$ cat src/rtl/cbu_mod_counter_pkg.sv
// Shared definitions for the cbu counter macros: operation encoding, default width
// and the priority decoder that selects one operation per clock edge.
package cbu_pkg;

  typedef enum logic [2:0] {
    OP_HOLD,
    OP_CLEAR,
    OP_PRESET,
    OP_LOAD,
    OP_COUNT
  } cnt_op_t;

  localparam int unsigned CBU_WIDTH_DEF = 4;

  // Fixed priority: clear > preset > load > count > hold.
  function automatic cnt_op_t sel_op(input logic cd, input logic ps, input logic ld,
                                     input logic cai, input logic en);
    cnt_op_t op;
    if (cd)             op = OP_CLEAR;
    else if (ps)        op = OP_PRESET;
    else if (ld)        op = OP_LOAD;
    else if (cai && en) op = OP_COUNT;
    else                op = OP_HOLD;
    return op;
  endfunction

endpackage

$ cat src/rtl/cbu_mod_counter_if.sv
// Control/data bundle of one counter stage; master is the driving side, slave the counter.
interface cbu_mod_counter_if
  import cbu_pkg::*;
#(
  parameter int WIDTH = CBU_WIDTH_DEF
);
  logic [WIDTH-1:0] D;
  logic [WIDTH-1:0] LIM;
  logic             CAI;
  logic             EN;
  logic             LD;
  logic             PS;
  logic             OVF_CLR;
  logic [WIDTH-1:0] Q;
  logic             CAO;
  logic             TC;
  logic             OVF;

  modport master (
    output D, LIM, CAI, EN, LD, PS, OVF_CLR,
    input  Q, CAO, TC, OVF
  );

  modport slave (
    input  D, LIM, CAI, EN, LD, PS, OVF_CLR,
    output Q, CAO, TC, OVF
  );
endinterface

$ cat src/rtl/cbu_mod_counter_tc_cmp.sv
// Unsigned terminal-count compare; shared by the carry-out and the wrap decision
// so both always agree on when the stage is at or past its limit.
module cbu_tc_cmp #(
  parameter int WIDTH = 4
) (
  input  logic [WIDTH-1:0] q,
  input  logic [WIDTH-1:0] lim,
  output logic             at_tc
);
  assign at_tc = (q >= lim);
endmodule

$ cat src/rtl/cbu_mod_counter.sv
// Cascadable modulo up counter: counts to LIM then wraps to zero, with preset,
// parallel load, a one-cycle wrap pulse (TC) and a sticky overflow flag (OVF).
module cbu_mod_counter
  import cbu_pkg::*;
#(
  parameter int WIDTH  = CBU_WIDTH_DEF,
  parameter bit OVF_EN = 1'b1
) (
  input  logic              CLK,
  input  logic              CD,
  cbu_mod_counter_if.slave  bus
);

  logic [WIDTH-1:0] q_q, q_d;
  logic             tc_q, tc_d;
  logic             ovf_q, ovf_d;
  logic             at_tc;
  logic             wrap;
  cnt_op_t          op;

  cbu_tc_cmp #(.WIDTH(WIDTH)) u_tc_cmp (
    .q     (q_q),
    .lim   (bus.LIM),
    .at_tc (at_tc)
  );

  assign op   = sel_op(CD, bus.PS, bus.LD, bus.CAI, bus.EN);
  assign wrap = (op == OP_COUNT) && at_tc;

  always_comb begin
    q_d   = q_q;
    tc_d  = 1'b0;
    ovf_d = ovf_q;
    unique case (op)
      OP_CLEAR: begin
        q_d   = '0;
        ovf_d = 1'b0;
      end
      OP_PRESET: q_d = '1;
      OP_LOAD:   q_d = bus.D;
      OP_COUNT:  q_d = at_tc ? '0 : q_q + WIDTH'(1);
      default:   q_d = q_q;
    endcase
    if (op != OP_CLEAR) begin
      // A wrap in the same cycle as a clear request keeps the flag set.
      if (wrap)             ovf_d = 1'b1;
      else if (bus.OVF_CLR) ovf_d = 1'b0;
    end
    tc_d = wrap;
    if (!OVF_EN) ovf_d = 1'b0;
  end

  always_ff @(posedge CLK) begin
    if (CD) begin
      q_q   <= '0;
      tc_q  <= 1'b0;
      ovf_q <= 1'b0;
    end else begin
      q_q   <= q_d;
      tc_q  <= tc_d;
      ovf_q <= ovf_d;
    end
  end

  // Carry-out ignores PS/LD so a downstream stage may count while this one loads.
  assign bus.CAO = bus.CAI & bus.EN & at_tc;
  assign bus.Q   = q_q;
  assign bus.TC  = tc_q;
  assign bus.OVF = OVF_EN ? ovf_q : 1'b0;

endmodule
$ cat src/flat_wrapper.sv
// flat-port wrapper written by rule: the top's interface ports become plain ports
module cbu_mod_counter_flat import cbu_pkg::*;
#(
  parameter int WIDTH  = CBU_WIDTH_DEF,
  parameter bit OVF_EN = 1'b1
)
  (CLK, CD, bus_D, bus_LIM, bus_CAI, bus_EN, bus_LD, bus_PS, bus_OVF_CLR, bus_Q, bus_CAO, bus_TC, bus_OVF);
  cbu_mod_counter_if #(.WIDTH(WIDTH)) bus_i ();
  input  logic CLK;
  input  logic CD;
  input wire logic [$bits(bus_i.D)-1:0] bus_D;
  input wire logic [$bits(bus_i.LIM)-1:0] bus_LIM;
  input wire logic [$bits(bus_i.CAI)-1:0] bus_CAI;
  input wire logic [$bits(bus_i.EN)-1:0] bus_EN;
  input wire logic [$bits(bus_i.LD)-1:0] bus_LD;
  input wire logic [$bits(bus_i.PS)-1:0] bus_PS;
  input wire logic [$bits(bus_i.OVF_CLR)-1:0] bus_OVF_CLR;
  output wire logic [$bits(bus_i.Q)-1:0] bus_Q;
  output wire logic [$bits(bus_i.CAO)-1:0] bus_CAO;
  output wire logic [$bits(bus_i.TC)-1:0] bus_TC;
  output wire logic [$bits(bus_i.OVF)-1:0] bus_OVF;
  assign bus_i.D = bus_D;
  assign bus_i.LIM = bus_LIM;
  assign bus_i.CAI = bus_CAI;
  assign bus_i.EN = bus_EN;
  assign bus_i.LD = bus_LD;
  assign bus_i.PS = bus_PS;
  assign bus_i.OVF_CLR = bus_OVF_CLR;
  assign bus_Q = bus_i.Q;
  assign bus_CAO = bus_i.CAO;
  assign bus_TC = bus_i.TC;
  assign bus_OVF = bus_i.OVF;
  cbu_mod_counter #(.WIDTH(WIDTH), .OVF_EN(OVF_EN)) u_core (.CLK(CLK), .CD(CD), .bus(bus_i));
endmodule
$ cat config.mk
export PLATFORM = sky130hd
export DESIGN_NAME = cbu_mod_counter_flat
export DESIGN_NICKNAME = d
export VERILOG_FILES = /design/src/rtl/cbu_mod_counter_pkg.sv /design/src/rtl/cbu_mod_counter_if.sv /design/src/rtl/cbu_mod_counter_tc_cmp.sv /design/src/rtl/cbu_mod_counter.sv /design/src/flat_wrapper.sv
export SDC_FILE = /design/constraint.sdc
export NUM_CORES = 1
export LEC_CHECK = 0
export ABC_AREA = 1
export ABC_CLOCK_PERIOD_IN_PS = 1140
export CAP_MARGIN = 20
export CORE_UTILIZATION = 39
export CTS_BUF_LIST = sky130_fd_sc_hd__clkbuf_4
export DETAILED_ROUTE_END_ITERATION = 8
export HOLD_SLACK_MARGIN = 0.08
export PLACE_DENSITY = 0.85
export SYNTH_ARGS = -nofsm -noshare
export SYNTH_HDL_FRONTEND = slang
export SYNTH_SLANG_ARGS = --single-unit
export TNS_END_PERCENT = 20
$ cat constraint.sdc
create_clock -name CLK -period 1.14 [get_ports CLK]
set_input_delay 0.114 -clock CLK [delete_from_list [all_inputs] [get_ports CLK]]
set_output_delay 0.114 -clock CLK [all_outputs]
set_load 0.01 [all_outputs]
=== After elaboration in Yosys (flattened, before gate mapping) ===
Index checks and enable logic that the tools add are counted.
Widths: inputs -> output; s select.

* Bits in registers: 6
* Bits of input ports: 15
* Word-level logic and storage cells: 25

* Add/subtract/negate cells: 1
* $lt $le $gt $ge: 1
* Eq/ne operators: 5
* Muxes and demuxes: 10
* Bitwise operators: 2
* Reductions and logical operators: 3

{| class="wikitable"
|+ Operators with widths
! kind !! count
|-
| $pmux 4 s4 || 1
|-
| $mux 3 || 4
|-
| $eq 3x2->1 const B || 2
|-
| $add 4x1->4 const B || 1
|-
| $ge 4x4->1 || 1
|-
| $mux 1 || 4
|-
| $mux 4 || 1
|-
| $reduce_bool 4->1 || 1
|-
| $eq 3x1->1 const B || 1
|-
| $eq 3x3->1 const B || 1
|-
| $ne 3x1->1 const B || 1
|-
| $and 1x1->1 || 2
|-
| $logic_and 1x1->1 || 2
|}

=== Logic depth before layout (Yosys ltp) ===
* Depth after elaboration: 10
* Depth in mapped cells: 10
* Gate-level depth less buffers: 10

=== Cells and area by module ===
From an unflattened synthesis, not the netlist that was laid out.

* Cell total of the unflattened synthesis: 73
* Area, all modules: 476.7 um2

{| class="wikitable"
|+ Modules (own cells, without submodules)
! module !! instances !! cells each !! area each (um2)
|-
| cbu_mod_counter || 1 || 55 || 366.6
|-
| cbu_tc_cmp || 1 || 18 || 110.1
|}

=== Worst setup path before layout ===
OpenSTA, ideal clock, no wires.

* Path kind: reg2out
* From: reg u_core.q_q[0] (netlist: u_core.bus.Q[0])
* To: out bus_CAO
* Arrival: 1,206 ps
* Data required time: 1,026 ps
* Path slack: -180 ps
* Stages on the path, launching flop included: 8
* Cell sequence: dfxtp_1 inv_1 ha_1 nand2_1 nor2_4 nand3b_1 nand2_1 inv_1

* Cells in the longest elaborated chain, start to end: 2

{| class="wikitable"
|+ RTL lines
! item !! RTL line !! source
|-
| start, declared || cbu_mod_counter.sv:14 || <nowiki>logic [WIDTH-1:0] q_q, q_d;</nowiki>
|-
| start signal, assigned || cbu_mod_counter.sv:59 || <nowiki>q_q <= q_d;</nowiki>
|-
| $ge 4x4->1 || cbu_mod_counter_tc_cmp.sv:10 || <nowiki>assign at_tc = (q >= lim);</nowiki>
|-
| $and 1x1->1 || cbu_mod_counter.sv:66 || <nowiki>assign bus.CAO = bus.CAI & bus.EN & at_tc;</nowiki>
|-
| end, declared || flat_wrapper.sv:19 || <nowiki>output wire logic [$bits(bus_i.CAO)-1:0] bus_CAO;</nowiki>
|}

No other way between the ends.

=== Worst setup path after layout ===
Ends and elaborated chain as after synthesis.

==> flow_summary_export.csv <==
group,metric,value,unit
logic_synthesis,synth_top_family_by_area,"simple AND/OR/NAND/NOR gates",
drt,routedWlPerCell,9.80,um
sta,timing.final.crit_share,1.32,
sta,finalCriticalPeriod,1.50,ns
sta,rsz0062_at_grt,"yes",
pwr,p_clk_frac,0.298,
logic_synthesis,synthAdderAreaFrac,0.119,
drt,route.antenna.remaining_nets,0,
sta,setup_violations,7,
placement,dp_slack,-0.834,ns
floorplanning,die_area,1490,um^2
finish,fill_cells,79,
floorplanning,start_util,0.448,
drt,vias_per_cell,4.50,
drt,num_vias,599,
drt,totalWireLength,1300,um
cts,cts_tree,"yes",
pwr,p_int,573,uW
floorplanning,die_h,38.7,um
pwr,power.share.sequential,0.286,
worst_setup_path,worstPathArrival,1.39,ns
drt,firstDrtPassIters,4,
logic_synthesis,synth_xor_area_frac,0.0167,
job,maxCapViolations,0,
logic_synthesis,synth_seq_cells,6,
finish,drive_gt1_frac,0.361,
pwr,power_density,873,nW/um^2
pwr,power_leakage,0.536,nW
finish,final_common_cell,"nand2_1",
placement,place_congestion,0.798,
drt,drtIter0Drc,9,
sta,fin_setup_tns,-1.36,ns
status,violations,"setup timing",
floorplanning,coreArea,1170,um^2
finish,multiInputGateArea,404,um^2
sta,slew_headroom,0.891,
sta,setup_ws,-0.361,ns
sta,drv_slew,0,
cts,htree_levels,1,
logic_synthesis,synth-simple-area-share,0.480,
sta,worstMarginPinSlew,0.164,ns
global_routing,overflow,0,
worst_setup_path,cp.required,1.03,ns
global_routing,grt_max_degree,7,
logic_synthesis,synth_cell_types,16,
cts,clock_path_buffers,2,
pwr,swShare,0.317,
drt,drc_errors,0,
cts,clk_latency,0.25,ns
logic_synthesis,syn-cell-area,524,um^2
logic_synthesis,syn_nets,102,
global_routing,grt_pass1_wl,2300,um
finish,postLayoutCoreUtil,0.821,
logic_synthesis,yosys-mux-area-fraction,0,
global_routing,grt_pass1_vias,598,
floorplanning,rows,12,
floorplanning,die_width,38.7,um
hold_path,hold_path_class,"flip-flop to flip-flop",
pwr,irDropWorstVdd,0.728,mV
worst_setup_path,start_kind,"flip-flop",
placement,hpwl,967,um
logic_synthesis,synth_cells,82,
finish,final_net_count,140,
sta,hold_viol,0,
logic_synthesis,ys_seq_area_frac,0.229,
cts,root_buffer,"clkbuf_4",
logic_synthesis,yosys_warnings,0,
logic_synthesis,synth_compound_area_frac,0.0191,
logic_synthesis,avgSynthCellArea,6.39,um^2
finish,antenna_cells,0,
worst_setup_path,path_class,"flip-flop to output port",
cts,cts_made_buffers,3,
global_routing,grt.total_usage,0.226,
worst_setup_path,cp_max_fo,2,
worst_setup_path,crit_path_end_kind,"output port",
pwr,p_sw,266,uW
cts,clkSlewWorstSetupHoldPaths,0.05,ns
floorplanning,ios,22,
cts,clock_sinks,6,
finish,area_growth,83.3,%
global_routing,antenna_found_initial,0,
placement,io_buffers,21,
finish,seq_area,128,um^2
status,status,"finished with violations",
sta,fmax,0.666,GHz
pwr,comb_power_share,0.416,
sta,skew,0.00336,ns
finish,final_cell_mix,"nand2_1, inv_1, nor2_1, clkdlybuf4s50_1, buf_4",
-- synth_stat cells --
| cell | count | area [um^2] |
|---|---|---|
| a21oi_1 | 1 | 5.00 |
| xnor2_1 | 1 | 8.76 |
| nand2_1 | 22 | 82.6 |
| inv_2 | 1 | 3.75 |
| inv_1 | 18 | 67.6 |
| ha_1 | 5 | 62.6 |
| nand3_4 | 1 | 17.5 |
| nand3b_1 | 2 | 15.0 |
| dfxtp_1 | 6 | 120 |
| nor2_1 | 12 | 45.0 |
| nand3_2 | 1 | 10.0 |
| nor2_4 | 3 | 33.8 |
| o21ai_0 | 1 | 5.00 |
| nand3_1 | 2 | 10.0 |
| nand4_1 | 4 | 25.0 |
| nand2_2 | 2 | 12.5 |
-- through the flow --
step           hold slack (ns)  total power [mW]  cell area [um^2]  std cells
6_report                 0.470             0.839               961        133
5_1_grt                  0.511             0.898               961        133
4_1_cts                  0.473             0.839               948        133
3_5_place_dp             0.459             0.532               837        127
3_3_place_gp             0.464             0.525               837        127
2_1_floorplan            0.286             0.381               534         82
-- layer usage --
layer	wire, um	track usage	share of wire
met1	563	0.242	0.43
met2	644	0.408	0.49
met3	65	0.0520	0.050
met4	29	0.103	0.022
met5	0	0	0
-- cell type report --
| cell class | instances | area share |
|---|---|---|
| Clock buffer | 4 | 0.0312 |
| Multi-Input combinational cell | 57 | 0.421 |
| Sequential cell | 6 | 0.133 |
| Timing Repair Buffer | 33 | 0.320 |
| Inverter | 19 | 0.0768 |
| Tap cell | 14 | 0.0182 |
-- critical path, stage by stage (launching register included) --
cell	delay, ns
dfxtp_4	0.36
inv_4	0.04
ha_4	0.26
nand2_4	0.05
nor2_4	0.08
nand3b_1	0.14
nand2_1	0.07
inv_2	0.05
buf_6	0.09
-- worst paths after layout --
path                                        end  cells after the start  slack, ns       startpoint
worst min-delay path             u_core.bus.OVF                      2       0.47   u_core.bus.OVF
worst max-delay path                    bus_CAO                      8      -0.36  u_core.bus.Q[0]
worst min register to register   u_core.bus.OVF                      2       0.47   u_core.bus.OVF
worst max register to register  u_core.bus.Q[1]                     10      -0.21  u_core.bus.Q[0]
-- flip-flops by register name (all words and copies together) (netlist names) --
name / cells
u_core.bus.Q: 4
u_core.bus.TC: 1
u_core.bus.OVF: 1
-- cell families after synthesis --
logic type,Yosys count
XOR/XNOR,1
buffers and inverters,19
AND/OR/NAND/NOR,49
flip-flops,6
adder cells (fa/ha/maj),5
AO/OA/AOI/OAI,2
-- timing repair --
item | 4_1_cts | 5_1_grt
pin swaps | 8 | 8
hold buffers | 0 | 0
setup buffers | 2 | 1
endpoints found under the setup margin | 13 | 11
resized for setup | 22 | 13
-- power by group through the flow --
stage	combinational (mW)	sequential, mW	clock, mW
2_1_floorplan	0.129	0.253	0
3_3_place_gp	0.288	0.237	0
3_5_place_dp	0.294	0.238	0
4_1_cts	0.349	0.241	0.250
5_1_grt	0.384	0.242	0.273
6_report	0.349	0.240	0.250
(Power assumes the default switching activity.)
